==> src/rtl/axi4_r_resp_gen_if.sv <==
// Command and R-channel bundle for the locally terminated read response generator.
// The generator side uses the master modport; the consumer/stimulus side uses slave.
interface axi4_r_resp_gen_if #(
    parameter int unsigned AXI_ID_WIDTH   = 4,
    parameter int unsigned AXI_USER_WIDTH = 4,
    parameter int unsigned AXI_DATA_WIDTH = 64,
    parameter int unsigned CMD_DEPTH      = 4
) ();

    // Command push side
    logic                          cmd_valid;
    logic                          cmd_ready;
    logic [AXI_ID_WIDTH-1:0]       cmd_id;
    logic [7:0]                    cmd_len;
    logic [AXI_USER_WIDTH-1:0]     cmd_user;
    logic [1:0]                    cmd_resp;

    // R channel
    logic [AXI_ID_WIDTH-1:0]       m_axi4_rid;
    logic [AXI_DATA_WIDTH-1:0]     m_axi4_rdata;
    logic [1:0]                    m_axi4_rresp;
    logic                          m_axi4_rlast;
    logic [AXI_USER_WIDTH-1:0]     m_axi4_ruser;
    logic                          m_axi4_rvalid;
    logic                          m_axi4_rready;

    // Status
    logic                          busy;
    logic [$clog2(CMD_DEPTH):0]    cmd_count;

    modport master (
        input  cmd_valid, cmd_id, cmd_len, cmd_user, cmd_resp, m_axi4_rready,
        output cmd_ready, m_axi4_rid, m_axi4_rdata, m_axi4_rresp, m_axi4_rlast,
        output m_axi4_ruser, m_axi4_rvalid, busy, cmd_count
    );

    modport slave (
        output cmd_valid, cmd_id, cmd_len, cmd_user, cmd_resp, m_axi4_rready,
        input  cmd_ready, m_axi4_rid, m_axi4_rdata, m_axi4_rresp, m_axi4_rlast,
        input  m_axi4_ruser, m_axi4_rvalid, busy, cmd_count
    );

endinterface

==> src/rtl/axi4_r_resp_gen.sv <==
// Generates complete zero-data AXI4 R bursts for reads terminated locally
// (translation misses, protection faults, dropped requests). Commands are
// queued in a small FIFO; the head command is replayed as len+1 beats.
module axi4_r_resp_gen #(
    parameter int unsigned AXI_ID_WIDTH   = 4,
    parameter int unsigned AXI_USER_WIDTH = 4,
    parameter int unsigned AXI_DATA_WIDTH = 64,
    parameter int unsigned CMD_DEPTH      = 4
) (
    input  logic              axi4_aclk,
    input  logic              axi4_arst,
    axi4_r_resp_gen_if.master bus
);

    localparam int unsigned PtrWidth = $clog2(CMD_DEPTH);
    localparam int unsigned CntWidth = PtrWidth + 1;

    typedef enum logic [0:0] {StIdle, StSend} state_e;

    // Command storage, one array per field
    logic [AXI_ID_WIDTH-1:0]   id_q   [CMD_DEPTH];
    logic [7:0]                len_q  [CMD_DEPTH];
    logic [AXI_USER_WIDTH-1:0] user_q [CMD_DEPTH];
    logic [1:0]                resp_q [CMD_DEPTH];

    logic [PtrWidth-1:0] wr_ptr_q, wr_ptr_d;
    logic [PtrWidth-1:0] rd_ptr_q, rd_ptr_d;
    logic [CntWidth-1:0] count_q, count_d;
    logic [7:0]          beat_cnt_q, beat_cnt_d;
    state_e              state_q, state_d;

    logic cmd_ready;
    logic push;
    logic pop;
    logic rvalid;
    logic hs;
    logic last_beat;

    // No full-bypass: a pop in the same cycle does not open the FIFO early.
    assign cmd_ready = (count_q != CntWidth'(CMD_DEPTH));
    assign push      = bus.cmd_valid & cmd_ready;
    assign rvalid    = (state_q == StSend);
    assign last_beat = (beat_cnt_q == len_q[rd_ptr_q]);
    assign hs        = rvalid & bus.m_axi4_rready;
    assign pop       = hs & last_beat;

    // Pointer and occupancy next-state
    always_comb begin
        wr_ptr_d = wr_ptr_q;
        rd_ptr_d = rd_ptr_q;
        count_d  = count_q;
        if (push) begin
            wr_ptr_d = wr_ptr_q + PtrWidth'(1);
        end
        if (pop) begin
            rd_ptr_d = rd_ptr_q + PtrWidth'(1);
        end
        if (push && !pop) begin
            count_d = count_q + CntWidth'(1);
        end else if (!push && pop) begin
            count_d = count_q - CntWidth'(1);
        end
    end

    // Burst FSM next-state; looking at count_d lets a fresh push raise rvalid
    // next cycle and lets a following command start without a bubble.
    always_comb begin
        state_d    = state_q;
        beat_cnt_d = beat_cnt_q;
        unique case (state_q)
            StIdle: begin
                if (count_d != '0) begin
                    state_d = StSend;
                end
            end
            StSend: begin
                if (hs) begin
                    if (!last_beat) begin
                        beat_cnt_d = beat_cnt_q + 8'd1;
                    end else begin
                        beat_cnt_d = 8'd0;
                        if (count_d == '0) begin
                            state_d = StIdle;
                        end
                    end
                end
            end
            default: begin
                state_d    = StIdle;
                beat_cnt_d = 8'd0;
            end
        endcase
    end

    // Control state registers
    always_ff @(posedge axi4_aclk or posedge axi4_arst) begin
        if (axi4_arst) begin
            wr_ptr_q   <= '0;
            rd_ptr_q   <= '0;
            count_q    <= '0;
            beat_cnt_q <= 8'd0;
            state_q    <= StIdle;
        end else begin
            wr_ptr_q   <= wr_ptr_d;
            rd_ptr_q   <= rd_ptr_d;
            count_q    <= count_d;
            beat_cnt_q <= beat_cnt_d;
            state_q    <= state_d;
        end
    end

    // Command payload write; contents are don't-care until pointed at by a valid count
    always_ff @(posedge axi4_aclk) begin
        if (push) begin
            id_q[wr_ptr_q]   <= bus.cmd_id;
            len_q[wr_ptr_q]  <= bus.cmd_len;
            user_q[wr_ptr_q] <= bus.cmd_user;
            resp_q[wr_ptr_q] <= bus.cmd_resp;
        end
    end

    // Outputs; payload is gated so stale FIFO contents never leak while idle
    always_comb begin
        bus.cmd_ready     = cmd_ready;
        bus.m_axi4_rvalid = rvalid;
        bus.m_axi4_rlast  = rvalid & last_beat;
        bus.m_axi4_rdata  = '0;
        bus.m_axi4_rid    = rvalid ? id_q[rd_ptr_q]   : '0;
        bus.m_axi4_rresp  = rvalid ? resp_q[rd_ptr_q] : 2'b00;
        bus.m_axi4_ruser  = rvalid ? user_q[rd_ptr_q] : '0;
        bus.busy          = (count_q != '0);
        bus.cmd_count     = count_q;
    end

endmodule

==> src/flat_wrapper.sv <==
// flat-port wrapper written by rule: the top's interface ports become plain ports
module axi4_r_resp_gen_flat 
#(
    parameter int unsigned AXI_ID_WIDTH   = 4,
    parameter int unsigned AXI_USER_WIDTH = 4,
    parameter int unsigned AXI_DATA_WIDTH = 64,
    parameter int unsigned CMD_DEPTH      = 4
)
  (axi4_aclk, axi4_arst, bus_cmd_valid, bus_cmd_id, bus_cmd_len, bus_cmd_user, bus_cmd_resp, bus_m_axi4_rready, bus_cmd_ready, bus_m_axi4_rid, bus_m_axi4_rdata, bus_m_axi4_rresp, bus_m_axi4_rlast, bus_m_axi4_ruser, bus_m_axi4_rvalid, bus_busy, bus_cmd_count);
  axi4_r_resp_gen_if #(.AXI_ID_WIDTH(AXI_ID_WIDTH), .AXI_USER_WIDTH(AXI_USER_WIDTH), .AXI_DATA_WIDTH(AXI_DATA_WIDTH), .CMD_DEPTH(CMD_DEPTH)) bus_i ();
  input  logic axi4_aclk;
  input  logic axi4_arst;
  input wire logic [$bits(bus_i.cmd_valid)-1:0] bus_cmd_valid;
  input wire logic [$bits(bus_i.cmd_id)-1:0] bus_cmd_id;
  input wire logic [$bits(bus_i.cmd_len)-1:0] bus_cmd_len;
  input wire logic [$bits(bus_i.cmd_user)-1:0] bus_cmd_user;
  input wire logic [$bits(bus_i.cmd_resp)-1:0] bus_cmd_resp;
  input wire logic [$bits(bus_i.m_axi4_rready)-1:0] bus_m_axi4_rready;
  output wire logic [$bits(bus_i.cmd_ready)-1:0] bus_cmd_ready;
  output wire logic [$bits(bus_i.m_axi4_rid)-1:0] bus_m_axi4_rid;
  output wire logic [$bits(bus_i.m_axi4_rdata)-1:0] bus_m_axi4_rdata;
  output wire logic [$bits(bus_i.m_axi4_rresp)-1:0] bus_m_axi4_rresp;
  output wire logic [$bits(bus_i.m_axi4_rlast)-1:0] bus_m_axi4_rlast;
  output wire logic [$bits(bus_i.m_axi4_ruser)-1:0] bus_m_axi4_ruser;
  output wire logic [$bits(bus_i.m_axi4_rvalid)-1:0] bus_m_axi4_rvalid;
  output wire logic [$bits(bus_i.busy)-1:0] bus_busy;
  output wire logic [$bits(bus_i.cmd_count)-1:0] bus_cmd_count;
  assign bus_i.cmd_valid = bus_cmd_valid;
  assign bus_i.cmd_id = bus_cmd_id;
  assign bus_i.cmd_len = bus_cmd_len;
  assign bus_i.cmd_user = bus_cmd_user;
  assign bus_i.cmd_resp = bus_cmd_resp;
  assign bus_i.m_axi4_rready = bus_m_axi4_rready;
  assign bus_cmd_ready = bus_i.cmd_ready;
  assign bus_m_axi4_rid = bus_i.m_axi4_rid;
  assign bus_m_axi4_rdata = bus_i.m_axi4_rdata;
  assign bus_m_axi4_rresp = bus_i.m_axi4_rresp;
  assign bus_m_axi4_rlast = bus_i.m_axi4_rlast;
  assign bus_m_axi4_ruser = bus_i.m_axi4_ruser;
  assign bus_m_axi4_rvalid = bus_i.m_axi4_rvalid;
  assign bus_busy = bus_i.busy;
  assign bus_cmd_count = bus_i.cmd_count;
  axi4_r_resp_gen #(.AXI_ID_WIDTH(AXI_ID_WIDTH), .AXI_USER_WIDTH(AXI_USER_WIDTH), .AXI_DATA_WIDTH(AXI_DATA_WIDTH), .CMD_DEPTH(CMD_DEPTH)) u_core (.axi4_aclk(axi4_aclk), .axi4_arst(axi4_arst), .bus(bus_i));
endmodule
==> config.mk <==
export PLATFORM = sky130hd
export DESIGN_NAME = axi4_r_resp_gen_flat
export DESIGN_NICKNAME = d
export VERILOG_FILES = /design/src/rtl/axi4_r_resp_gen_if.sv /design/src/rtl/axi4_r_resp_gen.sv /design/src/flat_wrapper.sv
export SDC_FILE = /design/constraint.sdc
export NUM_CORES = 1
export LEC_CHECK = 0
export CAP_MARGIN = 10
export CORE_MARGIN = 10
export CORE_UTILIZATION = 49
export DETAILED_ROUTE_END_ITERATION = 6
export PLACE_DENSITY = 0.82
export SYNTH_ARGS = -nofsm -noshare
export SYNTH_HDL_FRONTEND = slang
export SYNTH_SLANG_ARGS = --single-unit
==> constraint.sdc <==
create_clock -name axi4_aclk -period 2.8 [get_ports axi4_aclk]
set_clock_uncertainty 0.1 [all_clocks]
set_input_delay 0.84 -clock axi4_aclk [delete_from_list [all_inputs] [get_ports axi4_aclk]]
set_output_delay 0.84 -clock axi4_aclk [all_outputs]
set_load 0.01 [all_outputs]
==> impl_metrics.ini, run 1 <==
[setup_path]
worstReg2RegStart = u_core.rd_ptr_q[0]
critPathKind = reg -> out
startpoint = u_core.rd_ptr_q[0]
end_kind = output pin
reg2reg_slack_ns = 0.13
reg2reg_to = u_core.bus.m_axi4_rvalid
cp_max_fo = 5
reg2regPathDepth = 10
crit_required_ns = 1.86
critPathArrivalTime_ns = 2.18
critPathLaunchType = flip-flop

[power]
p_per_area_mw_per_mm2 = 864
leakagePower_nw = 1.91
vdd_drop_max_mv = 0.384

[floorplan]
dieArea_mm2 = 0.0126
io_pins = 103
die_h_um = 112
core_area_mm2 = 0.00826
chipWidth_um = 112
start_util = 0.504
row_count = 33

[min_path]
holdPathStages = 1
hold_path_end = u_core.bus.cmd_count[2]
hp-start = u_core.bus.cmd_count[2]
hp-class = reg -> reg

[outcome]
status = complete, but fails checks
violations = negative setup slack

[logic_synthesis]
synth_cell_types = 39
synth_top_family_by_area = buffers and inverters
syn_avg_cell_area_um2 = 15.3
syn_area_mm2 = 0.00416
synth_compound_area_frac = 0.0288
ys_ff_latch = 88
ys_warn_count = 0
synth_xor_area_frac = 0.0337
synthAdderAreaFrac = 0.0267
synth_edf_count = 72
synth.area.mux_share = 0.104
async_reset_ff_frac = 0.182
syn_inst = 273
ys_seq_area_frac = 0.615
synthSimpleGateAreaFrac = 0.0616
ys.flop_type = edfxtp_1

[final_layout]
antenna_cells = 0
final_common_cell = edfxtp_1
layout_common_cells = 72 x edfxtp_1, 64 x conb_1, 28 x buf_4, 26 x clkdlybuf4s50_1, 18 x mux4_2
fill_cells = 575
final_nets = 379
syn_to_final_growth_pct = 19.0
drive_above_1_share = 0.271
design_area_mm2 = 0.00496

[global_route]
use_met2 = 0.203
grt_pass1_vias = 2386
grtUsageMet3 = 0.0628
grt_use_total = 0.124
grt_overflow = 0
grt_max_degree = 19
met1_usage = 0.130
antenna_found_initial = 0
top_usage_layer = met2
grt_first_pass_wirelength_um = 12400

[timing]
slew_headroom = 0.581
fin_crit_sh = 1.12
hold_viol = 0
layout_min_cycle_time_ns = 3.12
drv_slew = 0
worst_slew_pin_slew_ns = 0.629
rsz0062_at_grt = yes
finalSetupViolations = 11
worst_slack_ns = -0.322
max_freq_mhz = 320
tns_ns = -1.93

[routing]
via_per_inst = 4.92
wl_um = 7870
firstDrtPassIters = 4
drtIter0Drc = 192
avgRoutedWirePerCell_um = 17.1
ant_nets = 0
drc_errors = 0
dr_total_vias = 2256

[place]
numPortBuffers = 38
gp_congestion = 0.809
pre_cts_ws_ns = -0.419
placed_cell_area_mm2 = 0.00459
hpwl_um = 5630

[cts]
clkLatencyLatePin_ns = 0.35
cts_root_buf = clkbuf_8
cts_hold_buf = 0
numCtsBuffers = 9
cts_htree_levels = 3
path_clk_slew_ns = 0.09
cts_num_sinks = 88
cts_buffer_depth = 2
cts_tree = yes

[run]
max_cap_viol_count = 0
## synthesized netlist by cell type (3+ instances only)
cell type | number | area, um2
inv_1 | 6 | 22.5
xnor2_1 | 13 | 114
buf_4 | 64 | 480
nand2b_1 | 3 | 18.8
o21ai_1 | 3 | 15.0
and3_1 | 5 | 31.3
mux4_2 | 16 | 360
nor2_1 | 4 | 15.0
dfrtp_1 | 16 | 400
nand3_1 | 4 | 20.0
ha_1 | 8 | 100
and2_1 | 11 | 68.8
nand2_1 | 8 | 30.0
edfxtp_1 | 72 | 2160
o21ai_0 | 7 | 35.0
xor2_1 | 3 | 26.3
## worst max-delay path by stage
stage                              endpoint  slack [ns]  cells after the start
after CTS                  bus_m_axi4_rlast       -0.35                      6
final                      bus_m_axi4_rlast       -0.32                      6
after floorplan           bus_m_axi4_rid[0]        0.09                      4
after detailed placement   bus_m_axi4_rlast       -0.42                      6
after global routing       bus_m_axi4_rlast       -0.40                      6
after global placement     bus_m_axi4_rlast       -0.37                      6
## sequential cells by signal, summed over array words and instances, names as in the netlist
| register | flops |
|---|---|
| u_core.beat_cnt_q | 8 |
| u_core.bus.cmd_count | 3 |
| u_core.bus.m_axi4_rvalid | 1 |
| u_core.id_q | 16 |
| u_core.len_q | 32 |
| u_core.rd_ptr_q | 2 |
| u_core.resp_q | 8 |
| u_core.user_q | 16 |
| u_core.wr_ptr_q | 2 |
## final cells by class
cell class	instances	area [um2]	share of cell area
flip-flops and latches	88	2560	0.517
multi-input cells	172	1370	0.276
repair buffers	72	646	0.130
well taps	105	131	0.0265
clock buffers	10	128	0.0258
clock inverters	6	97.6	0.0197
inverters	6	22.5	0.00454
## where the power goes
group,switching (mW),internal [mW]
logic,0.665,0.760
clock network,0.457,0.519
registers,0.159,1.72
total,1.28,3.00
## worst max-delay path: stages, from the launching register on
cell and delay, ns:
dfrtp_1 0.42, buf_6 0.15, mux4_2 0.54, xnor2_2 0.18
and4_4 0.24, and3_4 0.19, buf_6 0.10
## per-stage QoR
| stage | hold WS, ns | utilization | instances | power, mW |
|---|---|---|---|---|
| after global placement | 0.431 | 0.556 | 431 | 3.12 |
| after CTS | 0.454 | 0.587 | 453 | 4.19 |
| final | 0.453 | 0.600 | 459 | 4.28 |
| after floorplan | 0.413 | - | 336 | 2.69 |
| after detailed placement | 0.433 | 0.556 | 431 | 3.19 |
| after global routing | 0.499 | 0.600 | 459 | 4.52 |
## layer usage
metal | vias up | wire, um
li1 | 1016 | -
met1 | 1108 | 2890
met2 | 120 | 3880
met3 | 12 | 923
met4 | 0 | 176
met5 | - | 0
## kinds of logic after synthesis
logic type                 Yosys count
AOI/OAI and AO/OA                   19
xor gates and xnor gates            16
adders and majority gates            9
buffers and inverters               76
DFF                                 88
muxes                               20
other                                1
and+or+nand+nor                     44
## what timing repair did
action	4_1_cts	5_1_grt
hold endpoints to repair	0	0
setup endpoints to repair	11	14
gates resized for setup	53	17
pin swaps	2	6
setup buffers	7	8
(Power assumes the default switching activity.)
==> run 2, diff against run 1 <==
--- a/config.mk
+++ b/config.mk
@@ -10,6 +10,7 @@
 export CORE_UTILIZATION = 49
 export DETAILED_ROUTE_END_ITERATION = 6
 export PLACE_DENSITY = 0.82
+export RECOVER_POWER = 100
 export SYNTH_ARGS = -nofsm -noshare
 export SYNTH_HDL_FRONTEND = slang
 export SYNTH_SLANG_ARGS = --single-unit
==> impl_metrics.ini, run 2 (synthesis gave the netlist of run 1 again) <==
[cts]
cts_buffer_depth = 2
cts_hold_buf = 0
cts_tree = yes
cts_num_sinks = 88
cts_htree_levels = 3
numCtsBuffers = 9
clkLatencyLatePin_ns = 0.35
cts_root_buf = clkbuf_8
path_clk_slew_ns = 0.09

[final_layout]
fill_cells = 582
multiInputGateArea_mm2 = 0.00137
syn_to_final_growth_pct = 18.7
final_common_cell = edfxtp_1
final_nets = 379
largestRegisters = u_core.len_q: 32 flops, u_core.id_q: 16 flops, u_core.user_q: 16 flops
top_register = u_core.len_q
largest_reg_flops = 32
layout_common_cells = 72 x edfxtp_1, 64 x conb_1, 23 x buf_4, 20 x dlygate4sd3_1, 18 x mux4_2
drive_above_1_share = 0.266
final-seq-area_mm2 = 0.00256
fin_util = 0.598
antenna_cells = 0

[timing]
slew_headroom = 0.246
max_freq_mhz = 320
layout_min_cycle_time_ns = 3.13
rsz0062_at_grt = yes
fin_crit_sh = 1.12
finalSetupViolations = 11
hold_viol = 0
worst_slack_ns = -0.329
drv_slew = 0
worst_slew_pin_slew_ns = 1.13

[floorplan]
io_pins = 103
die_h_um = 112
start_util = 0.504
core_area_mm2 = 0.00826
dieArea_mm2 = 0.0126
row_count = 33
chipWidth_um = 112

[min_path]
hp-start = u_core.bus.cmd_count[2]
holdPathStages = 1
hold_path_end = u_core.bus.cmd_count[2]
hp-class = reg -> reg

[power]
p_per_area_mw_per_mm2 = 863
leakagePower_nw = 1.91
vdd_drop_max_mv = 0.381
total_power_mw = 4.27

[place]
hpwl_um = 5630
gp_congestion = 0.809
numPortBuffers = 38

[setup_path]
crit_path_cell_trace = buf_12, mux4_2, xnor2_2, and4_4, and3_4, buf_6
cp_max_fo = 5
cp_top_family = multiplexers
cp_slowest_cell = mux4_2
critPathKind = reg -> out
reg2regPathDepth = 10
critPathArrivalTime_ns = 2.19
worstReg2RegStart = u_core.rd_ptr_q[0]
reg2reg_to = u_core.bus.m_axi4_rvalid
crit_required_ns = 1.86
end_kind = output pin
reg2reg_slack_ns = 0.13
max_stage_delay_ns = 0.54
path_buf_inv = 2
critPathLaunchType = flip-flop

[outcome]
status = complete, but fails checks
violations = negative setup slack

[routing]
wl_um = 7870
avgRoutedWirePerCell_um = 17.1
drtIter0Drc = 188
drc_errors = 0
ant_nets = 0
dr_total_vias = 2265
via_per_inst = 4.93
firstDrtPassIters = 4

[run]
max_cap_viol_count = 0

[global_route]
grt_first_pass_wirelength_um = 12400
grt_overflow = 0
grt_pass1_vias = 2386
grt_use_total = 0.124
antenna_found_initial = 0
grt_max_degree = 19
==> run 2: cell types whose count changed in the layout (fill, tap and decap cells not counted) <==
cell and change:
buf_4 -5, clkbuf_1 +2, clkdlybuf4s50_1 -20, and2_1 -1, clkbuf_2 +3, dlygate4sd3_1 +20, and2_0 +1
==> run 2: layout make-up <==
class | instances | area share
clock buffers | 10 | 0.0258
clock inverters | 6 | 0.0198
inverters | 6 | 0.00456
multi-input cells | 172 | 0.277
flip-flops and latches | 88 | 0.519
well taps | 105 | 0.0266
repair buffers | 72 | 0.128
==> run 2: how the worst max path moves through the flow <==
stage / start / depth (start not counted) / slack (ns) / endpoint
floorplan: u_core.rd_ptr_q[0] / 4 / 0.09 / bus_m_axi4_rid[0]
global placement: u_core.rd_ptr_q[0] / 6 / -0.37 / bus_m_axi4_rlast
detailed placement: u_core.rd_ptr_q[0] / 6 / -0.42 / bus_m_axi4_rlast
CTS: u_core.rd_ptr_q[0] / 6 / -0.35 / bus_m_axi4_rlast
global route: u_core.rd_ptr_q[0] / 6 / -0.40 / bus_m_axi4_rlast
finish: u_core.rd_ptr_q[0] / 6 / -0.33 / bus_m_axi4_rlast
==> run 2: routing by layer <==
metal	global-route usage	wire, um
met3	0.0628	980
met5	0	0
met2	0.203	3820
met4	0.0609	176
met1	0.130	2890
==> run 2: power breakdown <==
| group | internal (mW) | leakage, nW | switching, mW | total, mW |
|---|---|---|---|---|
| combinational | 0.742 | 0.933 | 0.665 | 1.41 |
| clock | 0.519 | 0.114 | 0.455 | 0.974 |
| sequential | 1.73 | 0.859 | 0.159 | 1.89 |
| total | 2.99 | 1.91 | 1.28 | 4.27 |
==> run 2: repair_timing <==
action,in CTS,in global routing
endpoints found under the setup margin,11,14
resized for setup,53,17
pin swaps,2,6
buffers inserted,7,8
==> run 2: worst register-to-register path: cells and delay by family, from the launching register on <==
family / cells / cell delay, ns
AO/OA/AOI/OAI: 1 / 0.07
XOR/XNOR: 1 / 0.16
adder cells (fa/ha/maj): 1 / 0.17
buffers and inverters: 3 / 0.41
flip-flops: 1 / 0.43
multiplexers: 1 / 0.53
AND/OR/NAND/NOR: 3 / 0.69
==> run 2: stage by stage <==
stage	hold WS [ns]	std cells	cell area, um2	setup WS, ns	TNS (ns)
2_1_floorplan	0.413	336	4400	0.0948	0
6_report	0.456	459	4940	-0.329	-1.97
4_1_cts	0.454	453	4850	-0.349	-1.68
5_1_grt	0.499	459	4940	-0.404	-2.81
3_3_place_gp	0.431	431	4590	-0.373	-0.401
3_5_place_dp	0.433	431	4590	-0.419	-0.467
==> run 3, diff against run 2 <==
==> constraint.sdc (replaced) <==
create_clock -name axi4_aclk -period 2.8 [get_ports axi4_aclk]
set_clock_uncertainty 0.1 [all_clocks]
set_input_delay 0.84 -clock axi4_aclk [delete_from_list [all_inputs] [get_ports axi4_aclk]]
set_output_delay 0.84 -clock axi4_aclk [all_outputs]
set_load 0.1 [all_outputs]
==> impl_metrics.ini, run 3 (synthesis gave the netlist of run 1 again) <==
[outcome]
status = complete, but fails checks
violations = negative setup slack

[global_route]
grt_first_pass_wirelength_um = 12600
grt_use_total = 0.125
grt_pass1_vias = 2313
antenna_found_initial = 0
grt_max_degree = 19
grt_overflow = 0

[timing]
layout_min_cycle_time_ns = 3.25
rsz0062_at_grt = yes
slew_headroom = 0.213
worst_slew_pin_slew_ns = 1.18
tns_ns = -1.91
worst_slack_ns = -0.448
finalSetupViolations = 11
fin_crit_sh = 1.16
drv_slew = 0
max_freq_mhz = 308
hold_viol = 0

[floorplan]
die_h_um = 112
start_util = 0.504
io_pins = 103
chipWidth_um = 112
dieArea_mm2 = 0.0126
core_area_mm2 = 0.00826
row_count = 33

[setup_path]
path_buf_inv = 2
cp_max_fo = 5
end_kind = output pin
critPathLaunchType = flip-flop
reg2reg_slack_ns = 0.09
max_stage_delay_ns = 0.54
reg2regPathDepth = 9
crit_path_cell_trace = buf_6, mux4_2, xnor2_2, and4_4, and3_4, buf_12
reg2reg_to = u_core.bus.m_axi4_rvalid
cp_top_family = multiplexers
crit_required_ns = 1.86
critPathArrivalTime_ns = 2.31
critPathKind = reg -> out
worstReg2RegStart = u_core.rd_ptr_q[0]
cp_slowest_cell = mux4_2

[final_layout]
largestRegisters = u_core.len_q: 32 flops, u_core.id_q: 16 flops, u_core.user_q: 16 flops
fill_cells = 590
largest_reg_flops = 32
antenna_cells = 0
fin_util = 0.598
multiInputGateArea_mm2 = 0.00138
syn_to_final_growth_pct = 18.6
final_nets = 365
final_common_cell = edfxtp_1
drive_above_1_share = 0.285
top_register = u_core.len_q
layout_common_cells = 72 x edfxtp_1, 64 x conb_1, 20 x dlygate4sd3_1, 16 x mux4_2, 14 x buf_12
final-seq-area_mm2 = 0.00257
finalNonFillerCells = 445
design_area_mm2 = 0.00494

[min_path]
holdPathStages = 1
hold_path_end = u_core.bus.cmd_count[2]
hp-class = reg -> reg
hp-start = u_core.bus.cmd_count[2]

[cts]
cts_buffer_depth = 2
cts_hold_buf = 0
numCtsBuffers = 9
cts_root_buf = clkbuf_8
clkLatencyLatePin_ns = 0.36
cts_num_sinks = 88
path_clk_slew_ns = 0.10
cts_htree_levels = 3
cts_tree = yes

[routing]
drc_errors = 0
avgRoutedWirePerCell_um = 18.1
drtIter0Drc = 115
via_per_inst = 4.89
dr_total_vias = 2178
wl_met2_um = 4100
wl_um = 8040
firstDrtPassIters = 4
wl_met3_um = 919
drt-met1-wl_um = 2890
top_layer_used = met4
ant_nets = 0

[power]
p_per_area_mw_per_mm2 = 1040
vdd_drop_max_mv = 0.671
leakagePower_nw = 1.88
total_power_mw = 5.12

[place]
numPortBuffers = 38
placed_cell_area_mm2 = 0.00468
gp_congestion = 0.810
hpwl_um = 5780
placed_cells = 426

[run]
max_cap_viol_count = 0
run 3: repair_timing:
| item | in CTS | in global routing |
|---|---|---|
| pin swaps | 1 | 0 |
| hold endpoints to repair | 0 | 0 |
| setup buffers | 1 | 2 |
| setup endpoints to repair | 11 | 12 |
| resized for setup | 11 | 2 |
run 3: how the worst max path moves through the flow:
stage / cells past startpoint / startpoint / slack [ns] / endpoint
floorplan: 5 / u_core.rd_ptr_q[0] / -0.11 / bus_m_axi4_rlast
global placement: 6 / u_core.rd_ptr_q[0] / 0.006 / bus_m_axi4_rlast
detailed placement: 6 / u_core.rd_ptr_q[0] / -0.04 / bus_m_axi4_rlast
CTS: 6 / u_core.rd_ptr_q[0] / -0.38 / bus_m_axi4_rlast
global route: 6 / u_core.rd_ptr_q[0] / -0.51 / bus_m_axi4_rlast
finish: 6 / u_core.rd_ptr_q[0] / -0.45 / bus_m_axi4_rlast
run 3: cell type report:
cell class              count  area share
flip-flops and latches     88       0.520
multi-input cells         172       0.280
repair buffers             58       0.132
well taps                 105      0.0266
clock buffers               9      0.0251
clock inverters             7      0.0124
inverters                   6     0.00456
run 3: power breakdown:
| group | switching, mW | total, mW | internal (mW) |
|---|---|---|---|
| clock network | 0.491 | 0.832 | 0.341 |
| logic | 1.60 | 2.39 | 0.787 |
| registers | 0.174 | 1.90 | 1.73 |
| total | 2.27 | 5.12 | 2.86 |
run 3: stage by stage:
stage | hold WS (ns) | worst slack [ns]
5_1_grt | 0.461 | -0.506
2_1_floorplan | 0.413 | -0.109
6_report | 0.430 | -0.448
3_3_place_gp | 0.417 | 0.00638
4_1_cts | 0.438 | -0.378
3_5_place_dp | 0.425 | -0.0410
run 3: layer usage:
metal,vias up,GRT usage
li1,994,-
met1,1063,0.130
met2,109,0.217
met3,12,0.0570
met4,0,0.0482
met5,-,0
